--- src/rtl/eth_ping_rx_pkg.sv ---
// Shared definitions for the ping-frame receiver: parser states, header offsets
// and the default EtherType.
package eth_ping_rx_pkg;

  localparam int unsigned OFF_W = 5;

  typedef enum logic [1:0] {
    ST_SYNC = 2'd0,
    ST_IDLE = 2'd1,
    ST_HDR  = 2'd2,
    ST_TAIL = 2'd3
  } state_e;

  localparam logic [OFF_W-1:0] OFF_ETYPE = 5'd12;
  localparam logic [OFF_W-1:0] OFF_ID    = 5'd14;
  localparam logic [OFF_W-1:0] OFF_SEQ   = 5'd18;
  localparam logic [OFF_W-1:0] OFF_TX    = 5'd22;
  localparam logic [OFF_W-1:0] OFF_END   = 5'd29;

  localparam logic [15:0] DEFAULT_ETYPE = 16'h88B5;

endpackage

--- src/rtl/eth_ping_rx_hdr_cmp.sv ---
// Expected header byte for a given frame offset; care_c_o is low for bytes
// that are not checked (source MAC and everything from the sequence number on).
module eth_ping_rx_hdr_cmp
  import eth_ping_rx_pkg::*;
#(
  parameter logic [47:0] main_mac   = 48'h7A_65_64_6E_74_6D,
  parameter logic [31:0] identifier = 32'h50696E47,
  parameter logic [15:0] ethertype  = DEFAULT_ETYPE
) (
  input  logic [OFF_W-1:0] offset_i,
  output logic [7:0]       exp_byte_c_o,
  output logic             care_c_o
);

  always_comb begin
    exp_byte_c_o = 8'h00;
    care_c_o     = 1'b1;
    case (offset_i)
      5'd0:              exp_byte_c_o = main_mac[47:40];
      5'd1:              exp_byte_c_o = main_mac[39:32];
      5'd2:              exp_byte_c_o = main_mac[31:24];
      5'd3:              exp_byte_c_o = main_mac[23:16];
      5'd4:              exp_byte_c_o = main_mac[15:8];
      5'd5:              exp_byte_c_o = main_mac[7:0];
      OFF_ETYPE:         exp_byte_c_o = ethertype[15:8];
      OFF_ETYPE + 5'd1:  exp_byte_c_o = ethertype[7:0];
      OFF_ID:            exp_byte_c_o = identifier[31:24];
      OFF_ID + 5'd1:     exp_byte_c_o = identifier[23:16];
      OFF_ID + 5'd2:     exp_byte_c_o = identifier[15:8];
      OFF_ID + 5'd3:     exp_byte_c_o = identifier[7:0];
      default:           care_c_o     = 1'b0;
    endcase
  end

endmodule

--- src/rtl/eth_ping_rx.sv ---
// Receive-side ping frame parser: matches the header of each TEMAC RX frame,
// extracts seq/tx_time, timestamps arrival and presents one result at a time.
module eth_ping_rx
  import eth_ping_rx_pkg::*;
#(
  parameter logic [47:0] main_mac   = 48'h7A_65_64_6E_74_6D,
  parameter logic [31:0] identifier = 32'h50696E47,
  parameter logic [15:0] ethertype  = DEFAULT_ETYPE
) (
  input  logic        s_axis_clk,
  input  logic        s_axis_resetn,
  input  logic        enable,
  input  logic [7:0]  s_axis_tdata,
  input  logic        s_axis_tkeep,
  input  logic        s_axis_tlast,
  input  logic        s_axis_tvalid,
  input  logic [63:0] current_time,
  input  logic        time_running,
  output logic        m_res_valid,
  input  logic        m_res_ready,
  output logic [31:0] m_res_seq,
  output logic [63:0] m_res_tx_time,
  output logic [63:0] m_res_rx_time,
  output logic [31:0] match_count,
  output logic [15:0] overflow_count
);

  state_e           state_q, state_d;
  logic [OFF_W-1:0] off_q, off_d;
  logic             match_q, match_d;
  logic [31:0]      seq_q, seq_d;
  logic [63:0]      tx_q, tx_d;
  logic [63:0]      rxts_q, rxts_d;

  logic             res_valid_q;
  logic [31:0]      res_seq_q;
  logic [63:0]      res_tx_q, res_rx_q;
  logic [31:0]      match_cnt_q;
  logic [15:0]      ovf_cnt_q;

  logic             beat_c, last_c, commit_c, hs_c, care_c;
  logic [7:0]       exp_byte_c;

  // A tkeep=0 beat carries no byte but its tlast still closes the frame.
  assign beat_c = s_axis_tvalid & s_axis_tkeep;
  assign last_c = s_axis_tvalid & s_axis_tlast;
  assign hs_c   = res_valid_q & m_res_ready;

  eth_ping_rx_hdr_cmp #(
    .main_mac   (main_mac),
    .identifier (identifier),
    .ethertype  (ethertype)
  ) u_hdr_cmp (
    .offset_i     (off_q),
    .exp_byte_c_o (exp_byte_c),
    .care_c_o     (care_c)
  );

  always_ff @(posedge s_axis_clk or negedge s_axis_resetn) begin
    if (!s_axis_resetn) state_q <= ST_SYNC;
    else                state_q <= state_d;
  end

  always_comb begin
    state_d = state_q;
    case (state_q)
      ST_SYNC: if (!s_axis_tvalid || s_axis_tlast) state_d = ST_IDLE;
      ST_IDLE: begin
        if (last_c)      state_d = ST_IDLE;
        else if (beat_c) state_d = (enable && time_running) ? ST_HDR : ST_TAIL;
      end
      ST_HDR: begin
        if (last_c)                          state_d = ST_IDLE;
        else if (beat_c && off_q == OFF_END) state_d = ST_TAIL;
      end
      ST_TAIL: if (last_c) state_d = ST_IDLE;
      default: state_d = ST_SYNC;
    endcase
  end

  // Header datapath: compare, capture and decide commit on counted beats.
  always_comb begin
    off_d    = off_q;
    match_d  = match_q;
    seq_d    = seq_q;
    tx_d     = tx_q;
    rxts_d   = rxts_q;
    commit_c = 1'b0;
    case (state_q)
      ST_IDLE, ST_HDR: begin
        if (beat_c) begin
          if (state_q == ST_IDLE) rxts_d = current_time;
          if (care_c && (s_axis_tdata != exp_byte_c)) match_d = 1'b0;
          if (off_q >= OFF_SEQ && off_q < OFF_TX) seq_d = {seq_q[23:0], s_axis_tdata};
          if (off_q >= OFF_TX) tx_d = {tx_q[55:0], s_axis_tdata};
          off_d    = off_q + OFF_W'(1);
          commit_c = (state_q == ST_HDR) && (off_q == OFF_END) && match_q;
        end
      end
      ST_TAIL: if (beat_c && off_q != '1) off_d = off_q + OFF_W'(1);
      default: ;
    endcase
    if (state_d == ST_IDLE) begin
      off_d   = '0;
      match_d = 1'b1;
    end
  end

  always_ff @(posedge s_axis_clk or negedge s_axis_resetn) begin
    if (!s_axis_resetn) begin
      off_q   <= '0;
      match_q <= 1'b1;
      seq_q   <= '0;
      tx_q    <= '0;
      rxts_q  <= '0;
    end else begin
      off_q   <= off_d;
      match_q <= match_d;
      seq_q   <= seq_d;
      tx_q    <= tx_d;
      rxts_q  <= rxts_d;
    end
  end

  // Single-entry result slot; a commit while the slot is held is dropped.
  always_ff @(posedge s_axis_clk or negedge s_axis_resetn) begin
    if (!s_axis_resetn) begin
      res_valid_q <= 1'b0;
      res_seq_q   <= '0;
      res_tx_q    <= '0;
      res_rx_q    <= '0;
      match_cnt_q <= '0;
      ovf_cnt_q   <= '0;
    end else if (commit_c && (!res_valid_q || m_res_ready)) begin
      res_valid_q <= 1'b1;
      res_seq_q   <= seq_q;
      res_tx_q    <= tx_d;
      res_rx_q    <= rxts_q;
      match_cnt_q <= match_cnt_q + 32'd1;
    end else if (commit_c) begin
      if (ovf_cnt_q != 16'hFFFF) ovf_cnt_q <= ovf_cnt_q + 16'd1;
    end else if (hs_c) begin
      res_valid_q <= 1'b0;
    end
  end

  assign m_res_valid    = res_valid_q;
  assign m_res_seq      = res_seq_q;
  assign m_res_tx_time  = res_tx_q;
  assign m_res_rx_time  = res_rx_q;
  assign match_count    = match_cnt_q;
  assign overflow_count = ovf_cnt_q;

endmodule

--- config.mk ---
export PLATFORM = sky130hd
export DESIGN_NAME = eth_ping_rx
export DESIGN_NICKNAME = d
export VERILOG_FILES = /design/src/rtl/eth_ping_rx_pkg.sv /design/src/rtl/eth_ping_rx_hdr_cmp.sv /design/src/rtl/eth_ping_rx.sv
export SDC_FILE = /design/constraint.sdc
export NUM_CORES = 1
export LEC_CHECK = 0
export ABC_AREA = 1
export BUFFER_PORTS_ARGS = -buffer_cell sky130_fd_sc_hd__buf_2
export CAP_MARGIN = 20
export CORE_MARGIN = 3
export CORE_UTILIZATION = 50
export CTS_CLUSTER_DIAMETER = 40
export DETAILED_ROUTE_END_ITERATION = 10
export PLACE_DENSITY = 0.76
export SETUP_SLACK_MARGIN = 0.05
export SYNTH_ARGS = -nofsm -noshare
export SYNTH_HDL_FRONTEND = slang
export SYNTH_HIERARCHICAL = 1
export SYNTH_SLANG_ARGS = --single-unit
--- constraint.sdc ---
create_clock -name s_axis_clk -period 4.8 [get_ports s_axis_clk]
set_clock_uncertainty 0.05 [all_clocks]
set_input_delay 0.24 -clock s_axis_clk [delete_from_list [all_inputs] [get_ports s_axis_clk]]
set_output_delay 0.24 -clock s_axis_clk [all_outputs]
set_load 0.01 [all_outputs]
Word-level counts from Yosys, hierarchy flattened
Index checks and enable logic that the tools add are counted. Widths: inputs -> output; s select.

Register bits: 377. Input port bits: 80. Output and inout bits: 209. Word-level logic and storage cells: 98.

$add $sub $neg: 3. $lt $le $gt $ge: 3. Equal/unequal tests: 22. Multiplexer cells: 26. Bitwise operators: 4. Reduce and logical (&&, ||, !) cells: 28.

Operator list (count): $mux 64 (3); $pmux 8 s11 (1); $add 32x1->32 const B (1); $eq 5x4->1 const B (4); $add 16x1->16 const B (1); $ne 16x16->1 const B (1); $eq 5x5->1 const B (3); $mux 5 (3); $reduce_and 3->1 (5); $mux 2 (6); $reduce_or 12->1 (1); $mux 1 (11); $eq 5x2->1 const B (2); $eq 5x3->1 const B (2); $ge 5x5->1 const B (2); $pmux 5 s2 (1); $logic_and 1x1->1 (8); $ne 8x8->1 (1); $pmux 2 s4 (1); $reduce_bool 2->1 (4); $ne 3x3->1 const B (2); $add 5x1->5 const B (1); $eq 5x1->1 const B (1); $logic_not 5->1 (1); other kinds (13) (20).

Logic depth before layout (Yosys ltp)
Depth after elaboration: 9. Mapped depth: 13. Gate-level depth less buffers: 13.

Cells and area by module
Netlist, hierarchy kept.

By module, submodules not included: eth_ping_rx (instances 1, cells an instance 1858, area each 15884.0 µm², seq. area each 9435.3 µm²); eth_ping_rx_hdr_cmp (instances 1, cells an instance 47, area each 212.7 µm², seq. area each 0.0 µm²).

Worst setup path after synthesis
Ideal clock, no wire load.

Path type: flip-flop to flip-flop. From: reg off_q[1]. To: reg res_rx_q[60], in the netlist m_res_rx_time[60]. Arrival time: 1.732 ns. Required time: 4.633 ns. Path slack: 2.902 ns. Stages on the path, launching flop included: 12. Buffers on the path: 2. Path through: dfrtp_1 > inv_1 > ha_1 > inv_1 > nor2_1 > nand4_2 > nor2_4 > inv_2 > buf_2 > buf_2 > nand2_1 > nand2_1.

Word-level cells in the longest chain between the ends: 6.

RTL lines: start, declared (line eth_ping_rx.sv:29) `logic [OFF_W-1:0] off_q, off_d;`; start signal, assigned (line eth_ping_rx.sv:111) `off_q <= '0;`; start signal, assigned (line eth_ping_rx.sv:117) `off_q <= off_d;`; $eq 5x5->1 (line eth_ping_rx.sv:97) `commit_c = (state_q == ST_HDR) && (off_q == OFF_END) && match_q;`; $logic_and 1x1->1 (2 in series) (line eth_ping_rx.sv:97); $mux 1 (line eth_ping_rx.sv:91) `if (beat_c) begin`; $mux 1 (line eth_ping_rx.sv:89) `case (state_q)`; $logic_and 1x1->1 (line eth_ping_rx.sv:134) `end else if (commit_c && (!res_valid_q || m_res_ready)) begin`; end signal, assigned (line eth_ping_rx.sv:138) `res_rx_q <= rxts_q;`; end, declared (line eth_ping_rx.sv:37) `logic [63:0] res_tx_q, res_rx_q;`.

No other way between the ends. A chain may end at the register's enable or synchronous reset.

Worst setup path in the final report
From: reg state_q[0]. To: reg seq_q[19].

Word-level cells in the longest chain between the ends: 3. Elaborated cells on any way between the ends: 4.

RTL lines: start, declared (line eth_ping_rx.sv:28) `state_e state_q, state_d;`; start signal, assigned (line eth_ping_rx.sv:61) `else state_q <= state_d;`; $eq 2x1->1 / $eq 2x2->1 (equally long branches) (line eth_ping_rx.sv:89); $reduce_or 2->1 (*) (line eth_ping_rx.sv:89); $reduce_and 3->1 (no line) (*); end signal, assigned (line eth_ping_rx.sv:119) `seq_q <= seq_d;`; end, declared (line eth_ping_rx.sv:31) `logic [31:0] seq_q, seq_d;`.

Mark *: on every way between the ends. The rest lies on a longest branch, timed or not.

==> flow_metrics.env <==
export IMPL_power_density_nw_per_um2=391
export IMPL_numPortBuffers=288
export IMPL_final_common_cell="nand2_1"
export IMPL_clk_pin_slew_ns=0.06
export IMPL_cp_start_kind="flop"
export IMPL_synth_nets=1995
export IMPL_ios=289
export IMPL_reg2reg_depth=8
export IMPL_drc=0
export IMPL_die_y_um=185
export IMPL_min_period_ns=3.02
export IMPL_crit_required_ns=5.13
export IMPL_fin_nets=2334
export IMPL_holdPathEnd="seq_q[7]"
export IMPL_synth_cell_types=33
export IMPL_tns_ns=0
export IMPL_clock_sinks=377
export IMPL_vias=13700
export IMPL_grt_ovfl_total=0
export IMPL_fp_dieW_um=185
export IMPL_setup_viol=0
export IMPL_core_area_um2=31600
export IMPL_crit_path_end_kind="flop"
export IMPL_synthCells=1905
export IMPL_leakagePower_nw=11.0
export IMPL_syn_area_um2=16100
export IMPL_drive_above_1_share_pct=18.3
export IMPL_cts_htree_levels=2
export IMPL_arrival_ns=3.35
export IMPL_cts_buffer_depth=3
export IMPL_grt_pass1_wl_mm=67.8
export IMPL_antenna_found_initial=0
export IMPL_grt_start_max_net_pins=130
export IMPL_ir_worst_vdd_mv=0.258
export IMPL_routedWlPerCell_um=15.5
export IMPL_r2r_slack_ns=1.78
export IMPL_min_from="s_axis_tdata[7]"
export IMPL_holdCritPathClass="in -> reg"
export IMPL_reg2reg_from="state_q[0]"
export IMPL_synth_seq_cells=377
export IMPL_area_delta_synth_final_pct=25.1
export IMPL_dieArea_um2=34400
export IMPL_dp_hpwl_mm=27.0
export IMPL_status="finished clean"
export IMPL_tightest_slew_ns=0.985
export IMPL_slew_headroom_pct=34.3
export IMPL_drt_initial_drc_count=1089
export IMPL_grt_pass1_vias=13400
export IMPL_postRouteAntennaNets=0
export IMPL_fmax_ghz=0.332
export IMPL_yosys_warnings=6
export IMPL_cts_buffers_inserted=49
export IMPL_hold_viol=0
export IMPL_timing_rr_end="seq_q[19]"
export IMPL_slew_viol_final=0
export IMPL_drtPass1Iterations=6
export IMPL_fin_ws_ns=1.78
export IMPL_track_usage_pct=24.2
export IMPL_rsz0062_at_grt="no"
export IMPL_initial_core_util_pct=50.9
export IMPL_num_antenna_cells=0
export IMPL_whs_path_depth=3
export IMPL_gp_congestion=0.881
export IMPL_num_rows=65
export IMPL_wirelength_mm=41.7
export IMPL_cts_tree="yes"
export IMPL_place_ws_ns=1.79
export IMPL_fin_crit_sh_pct=62.8
export IMPL_critPathMaxFanout=64
export IMPL_critPathKind="reg -> reg"
export IMPL_synth_seq_area_share_pct=58.6
export IMPL_via_per_inst=5.09
export IMPL_final_cell_mix="nand2_1 (759), dfrtp_1 (376), buf_2 (287), inv_1 (154), nor2_1 (145)"
export IMPL_holdWs_ns=0.0216
export IMPL_clk_latency_ns=0.54
export IMPL_maxCapViolations=0
export IMPL_cts_root_buf="clkbuf_16"
export IMPL_avgSynthCellArea_um2=8.45
[layout make-up]
cell class / instances / area [um^2]
Inverter: 157 / 594
Fill cell: 2565 / 11500
Clock buffer: 62 / 1390
Timing Repair Buffer: 368 / 2270
Multi-Input combinational cell: 1291 / 5720
Tap cell: 402 / 503
Clock inverter: 29 / 224
Sequential cell: 377 / 9440
[through the flow]
step	instances	cell area (um^2)	utilization [%]	power, mW
floorplan	1905	16100	-	4.10
global placement	2526	17800	56.3	4.31
detailed placement	2526	17800	56.3	4.36
CTS	2685	20100	63.6	7.92
global route	2686	20100	63.6	8.23
finish	2686	20100	63.6	7.86
[sequential cells by signal (all words and copies together) (netlist names)]
| register | cells |
|---|---|
| seq_q | 32 |
| tx_q | 64 |
| m_res_tx_time | 64 |
| overflow_count | 16 |
| off_q | 5 |
| m_res_rx_time | 64 |
| match_count | 32 |
| m_res_valid | 1 |
| rxts_q | 64 |
| m_res_seq | 32 |
| match_q | 1 |
| state_q | 2 |
[Yosys cell counts]
| library cell | count | area [um^2] |
|---|---|---|
| nand2_1 | 760 | 2850 |
| dfrtp_1 | 376 | 9410 |
| inv_1 | 154 | 578 |
| nor2_1 | 145 | 544 |
| nand3_1 | 96 | 480 |
| o21ai_1 | 76 | 380 |
| a21oi_1 | 57 | 285 |
| o21ai_0 | 57 | 285 |
| buf_2 | 52 | 260 |
| clkbuf_1 | 23 | 86.3 |
| nand4_1 | 20 | 125 |
| nand3b_1 | 15 | 113 |
| xnor2_1 | 14 | 123 |
| xor2_1 | 13 | 114 |
| ha_1 | 10 | 125 |
| mux2_2 | 10 | 113 |
| inv_2 | 3 | 11.3 |
| nand2_2 | 3 | 18.8 |
| nor2_4 | 3 | 33.8 |
| buf_1 | 2 | 7.51 |
| buf_6 | 2 | 22.5 |
| nor2_2 | 2 | 12.5 |
| or2_2 | 2 | 12.5 |
| a21boi_0 | 1 | 7.51 |
| a21oi_2 | 1 | 8.76 |
| and2_1 | 1 | 6.26 |
| buf_4 | 1 | 7.51 |
| dfstp_2 | 1 | 26.3 |
| nand3_2 | 1 | 10.0 |
| nand4_2 | 1 | 12.5 |
| nor3_2 | 1 | 10.0 |
| nor3b_1 | 1 | 7.51 |
| o211ai_1 | 1 | 7.51 |
[report_power, final]
part	leakage, nW	switching, mW	internal [mW]
registers	5.04	0.0929	3.44
logic	5.20	0.519	0.304
clock network	0.780	1.43	2.08
[layer usage]
| layer | wire length [um] | global-route usage (%) |
|---|---|---|
| met1 | 17800 | 32.6 |
| met3 | 2680 | 4.95 |
| met4 | 1470 | 8.22 |
| met5 | 0 | 0 |
| met2 | 19700 | 39.4 |
[worst max-delay path by stage]
stage | from | endpoint | slack (ns) | depth (start not counted)
finish | state_q[0] | seq_q[19] | 1.78 | 8
global route | state_q[0] | seq_q[1] | 1.42 | 8
CTS | state_q[0] | seq_q[20] | 1.77 | 7
detailed placement | state_q[0] | seq_q[20] | 1.79 | 7
global placement | state_q[0] | seq_q[30] | 1.95 | 7
floorplan | off_q[1] | m_res_rx_time[60] | 2.90 | 11
[what timing repair did]
item | 4_1_cts | 5_1_grt
hold buffers | 68 | 0
endpoints found under the setup margin | 0 | 0
endpoints found under the hold margin | 153 | 0
resized for setup | 0 | 0
setup buffers | 0 | 0
[worst max-delay path: stages (launching register included)]
cell and delay (ns):
dfrtp_1 0.38, inv_1 0.11, ha_1 0.40, inv_1 0.17, nor3_4 0.20, buf_4 0.49
nand2_2 0.68, nand2_1 0.25, o21ai_0 0.11
[cells by family (layout without fill, tap and decap cells)]
logic type	count (synthesis)	after routing	share of synthesized area, %
AO/OA/AOI/OAI	193	193	6.06
XOR/XNOR	27	27	1.47
adder cells (fa/ha/maj)	10	10	0.777
buffers and inverters	237	616	6.05
flip-flops	377	377	58.6
multiplexers	10	10	0.700
AND/OR/NAND/NOR	1051	1051	26.3
Note: power is estimated with default switching activity, not from simulation.
